===== src/rtl/sram_req_arbiter_if.sv =====
// SRAM-like request/response bundle.
// master modport: issues req + payload, receives addr_ok/data_ok/rdata.
// slave modport : accepts req + payload, returns addr_ok/data_ok/rdata.
interface sram_req_arbiter_if;
  localparam int unsigned ADDR_W = 32;
  localparam int unsigned DATA_W = 32;
  localparam int unsigned STRB_W = 4;
  localparam int unsigned SIZE_W = 2;

  logic              req;
  logic              wr;
  logic [SIZE_W-1:0] size;
  logic [ADDR_W-1:0] addr;
  logic [STRB_W-1:0] wstrb;
  logic [DATA_W-1:0] wdata;
  logic              addr_ok;
  logic              data_ok;
  logic [DATA_W-1:0] rdata;

  modport master (
    output req, wr, size, addr, wstrb, wdata,
    input  addr_ok, data_ok, rdata
  );

  modport slave (
    input  req, wr, size, addr, wstrb, wdata,
    output addr_ok, data_ok, rdata
  );
endinterface


===== src/rtl/sram_req_arbiter.sv =====
// Two-master arbiter merging SRAM-like masters m0/m1 onto one slave port s.
// An in-order ID FIFO routes each slave response back to its issuing master.
// Build option: define SRAM_ARB_RR_EN for round-robin arbitration; otherwise
// fixed priority m0 > m1.
// Ports:
//   aclk, aresetn    clock, synchronous active-low reset
//   m0, m1           slave-side bundles facing the two masters
//   s                master-side bundle facing the downstream slave
//   busy_o           outstanding-transaction FIFO not empty (registered)
//   err_orphan_o     sticky: response arrived with no outstanding transaction
module sram_req_arbiter #(
  parameter int unsigned DEPTH = 4
) (
  input  logic                aclk,
  input  logic                aresetn,
  sram_req_arbiter_if.slave   m0,
  sram_req_arbiter_if.slave   m1,
  sram_req_arbiter_if.master  s,
  output logic                busy_o,
  output logic                err_orphan_o
);

  localparam int unsigned AW = $clog2(DEPTH);
  localparam int unsigned PW = AW + 1;

  logic [PW-1:0]    wptr_q, wptr_d;
  logic [PW-1:0]    rptr_q, rptr_d;
  logic [DEPTH-1:0] id_q, id_d;
  logic             lock_q, lock_d;
  logic             lock_id_q, lock_id_d;
  logic             busy_q, busy_d;
  logic             orphan_q, orphan_d;
`ifdef SRAM_ARB_RR_EN
  logic             last_q, last_d;
`endif

  logic grant_c;
  logic gnt_req_c;
  logic full_c;
  logic empty_c;
  logic push_c;
  logic pop_c;
  logic head_c;

  // FIFO status from the extra wrap bit of each pointer
  assign empty_c = (wptr_q == rptr_q);
  assign full_c  = (wptr_q[PW-1] != rptr_q[PW-1]) &&
                   (wptr_q[AW-1:0] == rptr_q[AW-1:0]);
  assign head_c  = id_q[rptr_q[AW-1:0]];

  // Grant selection; a stalled request keeps its grant until accepted
  always_comb begin
    grant_c = 1'b0;
    if (lock_q) begin
      grant_c = lock_id_q;
    end else if (m0.req && m1.req) begin
`ifdef SRAM_ARB_RR_EN
      grant_c = ~last_q;
`else
      grant_c = 1'b0;
`endif
    end else if (m1.req) begin
      grant_c = 1'b1;
    end
  end

  // Request mux towards the slave
  always_comb begin
    gnt_req_c = grant_c ? m1.req : m0.req;
    s.req     = gnt_req_c && !full_c && aresetn;
    s.wr      = m0.wr;
    s.size    = m0.size;
    s.addr    = m0.addr;
    s.wstrb   = m0.wstrb;
    s.wdata   = m0.wdata;
    if (grant_c) begin
      s.wr    = m1.wr;
      s.size  = m1.size;
      s.addr  = m1.addr;
      s.wstrb = m1.wstrb;
      s.wdata = m1.wdata;
    end
  end

  assign push_c = s.req && s.addr_ok;
  assign pop_c  = s.data_ok && !empty_c;

  // Accept and response routing back to the masters
  always_comb begin
    m0.addr_ok = push_c && !grant_c;
    m1.addr_ok = push_c && grant_c;
    m0.data_ok = pop_c && !head_c;
    m1.data_ok = pop_c && head_c;
    m0.rdata   = s.rdata;
    m1.rdata   = s.rdata;
  end

  // Next-state: ID FIFO, lock, arbitration history, status flags
  always_comb begin
    wptr_d    = wptr_q;
    rptr_d    = rptr_q;
    id_d      = id_q;
    lock_d    = lock_q;
    lock_id_d = lock_id_q;
    orphan_d  = orphan_q;
`ifdef SRAM_ARB_RR_EN
    last_d    = last_q;
`endif
    if (push_c) begin
      id_d[wptr_q[AW-1:0]] = grant_c;
      wptr_d               = wptr_q + PW'(1);
      lock_d               = 1'b0;
`ifdef SRAM_ARB_RR_EN
      last_d               = grant_c;
`endif
    end else if (s.req) begin
      lock_d    = 1'b1;
      lock_id_d = grant_c;
    end
    if (pop_c) begin
      rptr_d = rptr_q + PW'(1);
    end
    if (s.data_ok && empty_c) begin
      orphan_d = 1'b1;
    end
    busy_d = (wptr_d != rptr_d);
  end

  // State registers
  always_ff @(posedge aclk) begin
    if (!aresetn) begin
      wptr_q    <= '0;
      rptr_q    <= '0;
      id_q      <= '0;
      lock_q    <= 1'b0;
      lock_id_q <= 1'b0;
      busy_q    <= 1'b0;
      orphan_q  <= 1'b0;
`ifdef SRAM_ARB_RR_EN
      last_q    <= 1'b1;
`endif
    end else begin
      wptr_q    <= wptr_d;
      rptr_q    <= rptr_d;
      id_q      <= id_d;
      lock_q    <= lock_d;
      lock_id_q <= lock_id_d;
      busy_q    <= busy_d;
      orphan_q  <= orphan_d;
`ifdef SRAM_ARB_RR_EN
      last_q    <= last_d;
`endif
    end
  end

  assign busy_o       = busy_q;
  assign err_orphan_o = orphan_q;

endmodule


===== src/flat_wrapper.sv =====
// flat-port wrapper written by rule: the top's interface ports become plain ports
module sram_req_arbiter_flat 
#(
  parameter int unsigned DEPTH = 4
)
  (aclk, aresetn, busy_o, err_orphan_o, m0_req, m0_wr, m0_size, m0_addr, m0_wstrb, m0_wdata, m0_addr_ok, m0_data_ok, m0_rdata, m1_req, m1_wr, m1_size, m1_addr, m1_wstrb, m1_wdata, m1_addr_ok, m1_data_ok, m1_rdata, s_req, s_wr, s_size, s_addr, s_wstrb, s_wdata, s_addr_ok, s_data_ok, s_rdata);
  sram_req_arbiter_if m0_i ();
  sram_req_arbiter_if m1_i ();
  sram_req_arbiter_if s_i ();
  input  logic aclk;
  input  logic aresetn;
  output logic busy_o;
  output logic err_orphan_o;
  input wire logic [$bits(m0_i.req)-1:0] m0_req;
  input wire logic [$bits(m0_i.wr)-1:0] m0_wr;
  input wire logic [$bits(m0_i.size)-1:0] m0_size;
  input wire logic [$bits(m0_i.addr)-1:0] m0_addr;
  input wire logic [$bits(m0_i.wstrb)-1:0] m0_wstrb;
  input wire logic [$bits(m0_i.wdata)-1:0] m0_wdata;
  output wire logic [$bits(m0_i.addr_ok)-1:0] m0_addr_ok;
  output wire logic [$bits(m0_i.data_ok)-1:0] m0_data_ok;
  output wire logic [$bits(m0_i.rdata)-1:0] m0_rdata;
  input wire logic [$bits(m1_i.req)-1:0] m1_req;
  input wire logic [$bits(m1_i.wr)-1:0] m1_wr;
  input wire logic [$bits(m1_i.size)-1:0] m1_size;
  input wire logic [$bits(m1_i.addr)-1:0] m1_addr;
  input wire logic [$bits(m1_i.wstrb)-1:0] m1_wstrb;
  input wire logic [$bits(m1_i.wdata)-1:0] m1_wdata;
  output wire logic [$bits(m1_i.addr_ok)-1:0] m1_addr_ok;
  output wire logic [$bits(m1_i.data_ok)-1:0] m1_data_ok;
  output wire logic [$bits(m1_i.rdata)-1:0] m1_rdata;
  output wire logic [$bits(s_i.req)-1:0] s_req;
  output wire logic [$bits(s_i.wr)-1:0] s_wr;
  output wire logic [$bits(s_i.size)-1:0] s_size;
  output wire logic [$bits(s_i.addr)-1:0] s_addr;
  output wire logic [$bits(s_i.wstrb)-1:0] s_wstrb;
  output wire logic [$bits(s_i.wdata)-1:0] s_wdata;
  input wire logic [$bits(s_i.addr_ok)-1:0] s_addr_ok;
  input wire logic [$bits(s_i.data_ok)-1:0] s_data_ok;
  input wire logic [$bits(s_i.rdata)-1:0] s_rdata;
  assign m0_i.req = m0_req;
  assign m0_i.wr = m0_wr;
  assign m0_i.size = m0_size;
  assign m0_i.addr = m0_addr;
  assign m0_i.wstrb = m0_wstrb;
  assign m0_i.wdata = m0_wdata;
  assign m0_addr_ok = m0_i.addr_ok;
  assign m0_data_ok = m0_i.data_ok;
  assign m0_rdata = m0_i.rdata;
  assign m1_i.req = m1_req;
  assign m1_i.wr = m1_wr;
  assign m1_i.size = m1_size;
  assign m1_i.addr = m1_addr;
  assign m1_i.wstrb = m1_wstrb;
  assign m1_i.wdata = m1_wdata;
  assign m1_addr_ok = m1_i.addr_ok;
  assign m1_data_ok = m1_i.data_ok;
  assign m1_rdata = m1_i.rdata;
  assign s_req = s_i.req;
  assign s_wr = s_i.wr;
  assign s_size = s_i.size;
  assign s_addr = s_i.addr;
  assign s_wstrb = s_i.wstrb;
  assign s_wdata = s_i.wdata;
  assign s_i.addr_ok = s_addr_ok;
  assign s_i.data_ok = s_data_ok;
  assign s_i.rdata = s_rdata;
  sram_req_arbiter #(.DEPTH(DEPTH)) u_core (.aclk(aclk), .aresetn(aresetn), .m0(m0_i), .m1(m1_i), .s(s_i), .busy_o(busy_o), .err_orphan_o(err_orphan_o));
endmodule

===== config.mk =====
export PLATFORM = sky130hd
export DESIGN_NAME = sram_req_arbiter_flat
export DESIGN_NICKNAME = d
export VERILOG_FILES = /design/src/rtl/sram_req_arbiter_if.sv /design/src/rtl/sram_req_arbiter.sv /design/src/flat_wrapper.sv
export SDC_FILE = /design/constraint.sdc
export NUM_CORES = 1
export LEC_CHECK = 0
export ABC_AREA = 1
export CAP_MARGIN = 20
export CORE_AREA = 2 2 124 126
export DETAILED_ROUTE_END_ITERATION = 16
export DIE_AREA = 0 0 126 128
export PLACE_DENSITY_LB_ADDON = 0.15
export SLEW_MARGIN = 20
export SYNTH_ARGS = -nofsm -noshare
export SYNTH_HDL_FRONTEND = slang
export SYNTH_SLANG_ARGS = --single-unit
export TNS_END_PERCENT = 100

===== constraint.sdc =====
create_clock -name aclk -period 1.7 [get_ports aclk]
set_input_delay 0.425 -clock aclk [delete_from_list [all_inputs] [get_ports aclk]]
set_output_delay 0.425 -clock aclk [all_outputs]
set_load 0.1 [all_outputs]

==> impl_results.md <==
- Root buffer cell: clkbuf_16
- Total GRT Usage: 0.141
- Core Region: 0.0149 mm²
- Layout cells sized above 1: 0.597
- Antenna-violating nets left: 0
- Sequential-to-total area share from yosys stat: 0.125
- Fin crit period: 2.05 ns
- Ant diodes: 0
- Post-synth EDFFs: 0
- Failing checks: negative setup slack
- Hold Path Sink: u_core.err_orphan_o$_SDFFE_PN0P_
- Number of global-route vias before repair: 3423
- Drt wl/cell: 15.5 µm
- Setup slack, reg-to-reg: -0.04 ns
- Die span in x: 126 µm
- Nets: 808
- Simple-gate share of the synthesized area: 0.504
- Worst Hold Depth: 2
- Gr ovfl total: 0
- CTS clk-pin slew, worst paths: ~0.050 ns
- Pre-antenna DRT Iters: 4
- Initial Util: 0.151
- Slew Limit Fails: 0
- Cell type with the largest total area after synthesis: nand2_1
- Rel. slew slack: 0.792
- Largest family of logic cells by synthesized area: simple AND/OR/NAND/NOR gates
- Final Skew: 0.00549 ns
- Crit path max fanout: 16
- Worst min-delay path class: reg2reg
- DR vias/cell: 4.12
- FP Rows: 45
- CTS Hold Bufs: 0
- Vias: 3334
- Tot Pwr: between 0.005 and 0.006 W
- Post-route DRC: 0
- PD cells: 773 mW/mm²
- Die ar.: 0.0161 mm²
- Reg-to-Reg End: u_core.busy_o$_SDFF_PN0_
- Final WL: 12500 µm
- Post-synthesis cell count: approximately 420
- Clk_lat worst skew: 0.24 ns
- R2R depth: 17
- Worst Setup End Kind: output port
- Status: complete, but fails checks
- CP peak stage delay: 0.35 ns
- Synth Net Count: slightly above 600
- Switch share: 0.542
- GRT met2 Usage: 0.262
- Post-synthesis average cell area: 5.33 µm²
- Fill cell count: 1316
- Critical register-to-register path startpoint: u_core.lock_q$_SDFFE_PP0N_
- Max-cap viol count: 0
- Synth async-reset ratio: 0
- Antenna violations before repair: 0
- Most Used Layer, Global Route: met2
- Slowest cell on crit path: dfxtp_4
- DR iter-0 viols: 71
- Met3 GRT Util: 0.0346
- Top-count cell post-synth: nand2_1
- Fraction of synthesized cell area in xor and xnor cells: 0.0189
- WS Path Type: reg2out
- DP Wirelength: 9670 µm
- CP bufs+invs: 4
- Compound-cell area share of the yosys netlist: 0.0456
- Port bufs: 225
- Startpoint Class: register
- Met1 global-route usage: 0.167
- Fin crit share: 1.21
- Yosys top cell area share: 0.412
- Lkg Pwr: 3.15 nW
- Crit path arrival time: 1.63 ns
- Worst vdd ir: 0.346 mV
- Hold path start: u_core.err_orphan_o$_SDFFE_PN0P_
- Main flop type after synthesis: dfxtp_1
- Max Freq: about 500 MHz
- Die height: roughly 130 µm
- Net Sw Power: 0.00322 W
- Comb power frac: 0.846
- Fin. Hold Viols: 0
- Synth warn: 0
- Top cells by area, synth: nand2_1 41%, buf_4 21%, dfxtp_1 12%, inv_1 3.2%, ha_1 2.8%
- Largest net degree at the start of global routing: 34
- Most instantiated cells after synthesis: 247 x nand2_1, 64 x buf_4, 19 x inv_1
- Synthesis-to-finish area growth: 242%
- Seq cells post-synth: 14
- Final worst setup slack: -0.351 ns
- Final Core Density: 0.517
- Post-Syn Area: 0.00225 mm²
- Slew @ Worst Pin: 0.310 ns
- Finish-stage setup viols: 77
- Mux cell area share after synthesis: 0
- Synth Area in Adders: 0.0278
- I/O pin cnt: 322
- Global-route wire length before repair: 18500 µm
- Clock share of power: 0.075
- Post-synth cell types: 26
- CTS tree: done
- Clock sinks: 14
- Register share of total power: 0.079
- # H-tree levels: 1
- Unrepaired setup endpoints after global routing: true
- Crit path max-delay family: buffers and inverters
- CP Data Required Time: 1.27 ns
- Max clock buf depth: 2
- Num CTS Buffers: 3
- CP Cell Sequence: nor2_4 -> a21oi_4 -> buf_6 -> inv_8 -> clkbuf_16 -> nand2_2 -> nand2_8 -> buf_12
- Internal Pwr Total: 0.00272 W
- GP Congestion: 0.778
==> cell usage in the layout (no fill, tap or decap), types with 2 or more instances in the layout <==
cell | netlist | routed
dlygate4sd2_1 | 0 | 2
a21oi_1 | 7 | 4
nand3_1 | 7 | 5
nand3_4 | 1 | 5
buf_4 | 64 | 22
inv_1 | 19 | 13
a22oi_2 | 0 | 2
inv_2 | 2 | 6
xor2_1 | 2 | 2
clkdlybuf4s50_1 | 0 | 143
nor2_4 | 2 | 8
nand2_8 | 0 | 82
buf_16 | 0 | 5
nor2_1 | 16 | 8
clkbuf_16 | 0 | 6
nand2_4 | 0 | 35
buf_6 | 0 | 12
nand2_2 | 4 | 82
o21ai_1 | 1 | 2
nand2_1 | 247 | 52
nor2_2 | 0 | 2
dfxtp_1 | 14 | 8
dfxtp_2 | 0 | 2
ha_1 | 5 | 5
dfxtp_4 | 0 | 4
buf_12 | 0 | 86
a21oi_2 | 0 | 2
o21ai_0 | 3 | 2
==> worst max-delay path by stage <==
stage | startpoint | to | cells after the start
after detailed placement | m0_req | s_wdata[23] | 8
after CTS | u_core.lock_q$_SDFFE_PP0N_ | s_wdata[2] | 10
after global placement | m0_req | s_wdata[27] | 8
final | u_core.lock_q$_SDFFE_PP0N_ | s_addr[30] | 8
after floorplan | m0_req | m1_addr_ok | 5
after global routing | u_core.lock_q$_SDFFE_PP0N_ | s_wdata[21] | 9
==> sequential cells by signal, indices dropped and copies added, names as in the netlist <==
name,count
u_core.err_orphan_o,1
u_core.busy_o,1
u_core.lock_q,1
u_core.rptr_q,3
u_core.lock_id_q,1
u_core.wptr_q,3
u_core.id_q,4
==> power groups by stage <==
stage	Sequential [W]	Combinational (W)	Clock, W
detailed placement	0.000459	0.00446	0
floorplan	0.000566	0.00343	0
finish	0.000469	0.00503	0.000445
global placement	0.000452	0.00442	0
global route	0.000479	0.00523	0.000466
CTS	0.000464	0.00479	0.000454
==> tightest hold or removal path, cell delays in order, from the launching register on <==
cell	delay (ns)
dfxtp_1	0.33
inv_1	0.06
a21oi_1	0.06
==> per-stage QoR <==
step / area [µm²] / worst slack (ns) / cells / TNS (ns) / hold WS (ns)
global placement: 6410 / -0.683 / 776 / -51.24 / 0.476
global route: 7690 / -0.408 / 809 / -29.37 / 0.511
CTS: 7130 / -0.390 / 797 / -24.86 / 0.492
detailed placement: 6410 / -0.691 / 776 / -52.60 / 0.484
floorplan: 3460 / -0.420 / 422 / -4.63 / 0.461
finish: 7690 / -0.351 / 809 / -23.66 / 0.492
==> cell families (layout without fill, tap and decap cells) <==
kind of cell	Yosys count	count (layout)
xor gates and xnor gates	4	4
AOI/OAI and AO/OA	17	17
adders and majority gates	5	5
and+or+nand+nor	281	281
buffers and inverters	101	300
DFF	14	14
==> per-layer routing <==
metal,vias up,part of all wire
met1,1539,0.37
met5,-,0
met3,23,0.071
met4,0,0.013
met2,153,0.54
li1,1619,-
==> area by class of cell <==
cell class              count  area (µm²)  share of cell area
well taps                 188         235              0.0306
inverters                  21        88.8              0.0116
repair buffers            276        3710               0.483
flip-flops and latches     14         298              0.0387
multi-input cells         307        3280               0.426
clock buffers               3        75.1             0.00977
==> repair_timing <==
action                                  CTS  global route
resized for setup                       129           115
pin swaps                                11            17
endpoints found under the setup margin   82            82
gates cloned                              4             3
setup buffers                            15            13
Power figures use the tool's default switching activity.
